==> src/rtl/cpu_run_ctrl.sv <==
`default_nettype none
// ============================================================================
// Module   : cpu_run_ctrl
// Purpose  : Loads a program image from a byte stream, then runs the CPU until
//            halt or cycle-budget expiry.
// Revision : 1.0 - initial release
// ============================================================================
module cpu_run_ctrl #(
  parameter int               ADDR_W     = 13,
  parameter int               DATA_W     = 8,
  parameter int               CYC_W      = 16,
  parameter logic [CYC_W-1:0] MAX_CYCLES = 16'hFFFF
) (
  input  logic              clock,
  input  logic              reset,
  input  logic              start,
  input  logic [ADDR_W-1:0] load_len,
  input  logic              s_valid,
  input  logic [DATA_W-1:0] s_data,
  output logic              s_ready,
  output logic              cpu_reset,
  input  logic              cpu_mem_rd,
  input  logic              cpu_mem_wr,
  input  logic [ADDR_W-1:0] cpu_address,
  input  logic              cpu_halt,
  output logic              mem_rd,
  output logic              mem_wr,
  output logic [ADDR_W-1:0] mem_address,
  output logic [DATA_W-1:0] mem_wdata,
  output logic              mem_wdata_en,
  output logic              busy,
  output logic              done,
  output logic              timeout,
  output logic [CYC_W-1:0]  cycle_count
);

  typedef enum logic [1:0] {
    S_IDLE = 2'd0,
    S_LOAD = 2'd1,
    S_RUN  = 2'd2,
    S_DONE = 2'd3
  } state_t;

  state_t             state_q, state_d;
  logic [ADDR_W-1:0]  remain_q, remain_d;
  logic [ADDR_W-1:0]  addr_q, addr_d;
  logic               wr_q, wr_d;
  logic [ADDR_W-1:0]  waddr_q, waddr_d;
  logic [DATA_W-1:0]  wdata_q, wdata_d;
  logic [CYC_W-1:0]   cycle_q, cycle_d;
  logic               timeout_q, timeout_d;
  logic [CYC_W-1:0]   cycle_inc;

  always_ff @(posedge clock) begin
    if (reset) begin
      state_q   <= S_IDLE;
      remain_q  <= '0;
      addr_q    <= '0;
      wr_q      <= 1'b0;
      waddr_q   <= '0;
      wdata_q   <= '0;
      cycle_q   <= '0;
      timeout_q <= 1'b0;
    end else begin
      state_q   <= state_d;
      remain_q  <= remain_d;
      addr_q    <= addr_d;
      wr_q      <= wr_d;
      waddr_q   <= waddr_d;
      wdata_q   <= wdata_d;
      cycle_q   <= cycle_d;
      timeout_q <= timeout_d;
    end
  end

  always_comb begin
    state_d   = state_q;
    remain_d  = remain_q;
    addr_d    = addr_q;
    wr_d      = wr_q;
    waddr_d   = waddr_q;
    wdata_d   = wdata_q;
    cycle_d   = cycle_q;
    timeout_d = timeout_q;
    cycle_inc = cycle_q + CYC_W'(1);

    case (state_q)
      S_IDLE, S_DONE: begin
        if (start) begin
          cycle_d   = '0;
          timeout_d = 1'b0;
          remain_d  = load_len;
          addr_d    = '0;
          state_d   = (load_len != '0) ? S_LOAD : S_RUN;
        end
      end
      S_LOAD: begin
        // Alternate accept / write cycles; the write cycle retires the byte.
        if (wr_q) begin
          wr_d     = 1'b0;
          wdata_d  = '0;
          addr_d   = addr_q + ADDR_W'(1);
          remain_d = remain_q - ADDR_W'(1);
          if (remain_q == ADDR_W'(1)) begin
            state_d = S_RUN;
          end
        end else if (s_valid) begin
          wr_d    = 1'b1;
          waddr_d = addr_q;
          wdata_d = s_data;
        end
      end
      S_RUN: begin
        cycle_d = cycle_inc;
        // Halt takes priority over budget expiry on the same edge.
        if (cpu_halt) begin
          state_d   = S_DONE;
          timeout_d = 1'b0;
        end else if (cycle_inc == MAX_CYCLES) begin
          state_d   = S_DONE;
          timeout_d = 1'b1;
        end
      end
      default: begin
        state_d = S_IDLE;
      end
    endcase
  end

  assign s_ready      = (state_q == S_LOAD) && !wr_q;
  assign cpu_reset    = (state_q != S_RUN);
  assign busy         = (state_q == S_LOAD) || (state_q == S_RUN);
  assign done         = (state_q == S_DONE);
  assign timeout      = timeout_q;
  assign cycle_count  = cycle_q;

  assign mem_rd       = (state_q == S_RUN) ? cpu_mem_rd  : 1'b0;
  assign mem_wr       = (state_q == S_RUN) ? cpu_mem_wr  : wr_q;
  assign mem_address  = (state_q == S_RUN) ? cpu_address : waddr_q;
  assign mem_wdata    = wdata_q;
  assign mem_wdata_en = (state_q == S_RUN) ? 1'b0 : wr_q;

endmodule
`default_nettype wire

==> config.mk <==
export PLATFORM = sky130hd
export DESIGN_NAME = cpu_run_ctrl
export DESIGN_NICKNAME = d
export VERILOG_FILES = /design/src/rtl/cpu_run_ctrl.sv
export SDC_FILE = /design/constraint.sdc
export NUM_CORES = 1
export LEC_CHECK = 0
export ABC_AREA = 1
export BUFFER_PORTS_ARGS = -buffer_cell sky130_fd_sc_hd__buf_2
export CAP_MARGIN = 15
export CORE_MARGIN = 2
export CORE_UTILIZATION = 35
export DETAILED_ROUTE_END_ITERATION = 7
export GPL_TIMING_DRIVEN = 1
export SETUP_SLACK_MARGIN = 0.15
export SLEW_MARGIN = 20
export SYNTH_ARGS = -nofsm -noshare
export SYNTH_HDL_FRONTEND = slang
export SYNTH_SLANG_ARGS = --single-unit
==> constraint.sdc <==
create_clock -name clock -period 4.25 [get_ports clock]
set_input_delay 0.6375 -clock clock [delete_from_list [all_inputs] [get_ports clock]]
set_output_delay 0.6375 -clock clock [all_outputs]
set_load 0.005 [all_outputs]
==> results.cfg <==
[floorplanning]
start_util = 0.355
die_area_um2 = 11200
die_h_um = 106
io_pins = 86
row_count = 37
die_w_um = 106
core_um2 = 10200

[route]
wl_per_cell_um = 11.9
drtIter0Drc = 174
drcViolationCount = 0
vias_per_cell = 4.79
dr.pass1.iters = 5
final_antenna_net_count = 0
drt_wl_total_mm = 9.25
vias = 3714

[synthesis]
netlist_area_um2 = 3620
yosys_warnings = 0
ys_dominant_reg_cell = dfxtp_1
synthArstFlopShare = 0
netlist.area_leader.share = 0.371
yosysTopAreaCell = dfxtp_1
synthCells = 556
synth.distinct_cells = 36
synth_edf_count = 0
synth_seq_area_share = 0.371
syn-num-nets = 605
synth_most_common_cell = nand2_1
avgSynthCellArea_um2 = 6.50
yosys-top-cells-count = 142 x nand2_1, 73 x inv_1, 67 x dfxtp_1, 63 x a21oi_1, 52 x o21ai_0
synthTopCellsByArea = dfxtp_1 37%, nand2_1 15%, a21oi_1 8.7%, inv_1 7.6%, o21ai_0 7.2%
ys_seq_elements = 67

[cts]
cts_tree = built
holdBufCountCts = 0
cts_buffers = 9
cts_root_buf = clkbuf_8
h-tree-depth = 3
post_cts_buffers = 0
cts_resized = 0
clk_pin_slew_ns = 0.08
clk_path_buf_depth = 2
clock_sinks = 67
clock_latency_ns = 0.35

[timing]
clock_skew_ns = 0.0139
slew_headroom = 0.391
setup_tns_ns = 0
slew_violations = 0
rsz0062_at_grt = false
tightest_slew_ns = 0.914
hold_viol = 0
fmax_ghz = 0.388
holdWs_ns = 0.451
setup_viol = 0
fin_crit_sh = 0.607
timing.final.crit_period_ns = 2.58

[critical_path]
critPathMaxStageDelay_ns = 0.67
path_common_cell = inv_1
arrival_ns = 2.88
criticalPathCategory = reg2reg
path_cells = inv_1, ha_1, inv_1, a21oi_1, inv_1, a21oi_1, o21a_1
worst_ep_required_time_ns = 4.55
crit_slowest_cell = a21oi_1
critPathCaptureType = register
cp_max_fo = 23
start_kind = register

[finish]
diodes = 0
drive_above_1_share = 0.196
area_growth_syn_to_layout_pct = 20.3
fillCellCount = 1112
fin_nets = 683

[global_routing]
overflow = 0
grt_start_max_net_pins = 41
grt_pass1_wl_mm = 15.4
grt_usage = 0.170
grt_pass1_vias = 3453
antenna_found_initial = 0

[outcome]
status = finished, final reports clean

[flow_run]
maxCapViolCount = 0

[placement]
port_buffers = 85
place_hpwl_mm = 6.86
place_congestion = 0.846

[power]
p_leak_nw = 1.83
ir_drop_uv = 280
power_density_nw_per_um2 = 534

[min_path]
hold_class = reg2reg
==> flip-flops by register name, summed over array words and instances, names as in the netlist <==
| register | flops |
|---|---|
| mem_wdata | 8 |
| waddr_q | 13 |
| cycle_count | 16 |
| remain_q | 13 |
| addr_q | 13 |
| wr_q | 1 |
| timeout | 1 |
| state_q | 2 |
==> cell usage in the layout, fill, tap and decap left out, types with 5 or more instances in the layout <==
master,synthesis,routed
a21oi_1,63,63
buf_2,0,85
clkbuf_8,0,11
dfxtp_1,67,67
ha_1,8,8
inv_1,73,73
nand2_1,142,142
nand2_2,5,5
nand3_1,28,28
nand4_1,6,6
nor2_1,46,45
nor2_2,7,8
nor3_1,9,9
o21ai_0,52,52
==> cell type report <==
cell class,instances,area [µm²],share of cell area
clock buffer,11,151,0.0348
tap,136,170,0.0391
timing repair buffer,85,425,0.0978
inverter,75,282,0.0647
multi-input combinational,396,1920,0.441
sequential,67,1340,0.308
clock inverter,5,61.3,0.0141
==> report_power, final <==
part	switching [mW]	internal (mW)	leakage, nW	total, mW
combinational	0.622	0.324	1.19	0.946
clock	0.255	0.304	0.0978	0.559
sequential	0.0794	0.740	0.544	0.819
total	0.957	1.37	1.83	2.32
==> path summary, 6_finish.rpt <==
check,startpoint,end,slack [ns],depth (start not counted)
worst min-delay path,waddr_q[3]$_SDFFE_PP0P_,waddr_q[3]$_SDFFE_PP0P_,0.45,2
worst min register to register,waddr_q[3]$_SDFFE_PP0P_,waddr_q[3]$_SDFFE_PP0P_,0.45,2
worst max register to register,state_q[1]$_SDFFE_PP0P_,addr_q[9]$_SDFFE_PP0P_,1.67,7
worst max-delay path,state_q[1]$_SDFFE_PP0P_,addr_q[9]$_SDFFE_PP0P_,1.67,7
==> through the flow <==
step	instance area, µm²	setup slack, ns	power [mW]	utilization	instances
CTS	4350	1.65	2.35	0.427	775
global placement	4140	1.83	1.76	0.406	759
detailed placement	4140	1.73	1.78	0.406	759
floorplan	3620	2.36	1.52	-	556
finish	4350	1.67	2.32	0.427	775
global route	4350	1.46	2.53	0.427	775
==> metal layers <==
metal  track usage  vias up  share of wire
met2         0.282       93           0.46
met4        0.0555        0          0.012
li1              -     1951              -
met1         0.215     1659           0.48
met5             0        -              0
met3        0.0433       11          0.051
==> worst max-delay path: cells and delay by family, from the launching register on <==
family	cells	cell delay, ns
compound gates	3	0.97
fa+ha+maj	1	0.52
buf+inv	3	0.71
flops	1	0.34
==> logic make-up after synthesis <==
family / synth area share
AND/OR/NAND/NOR: 0.301
AO/OA/AOI/OAI: 0.192
buffers and inverters: 0.0986
flip-flops: 0.371
adder cells (fa/ha/maj): 0.0277
XOR/XNOR: 0.00969
No activity file was read; power rests on OpenSTA's default activity.
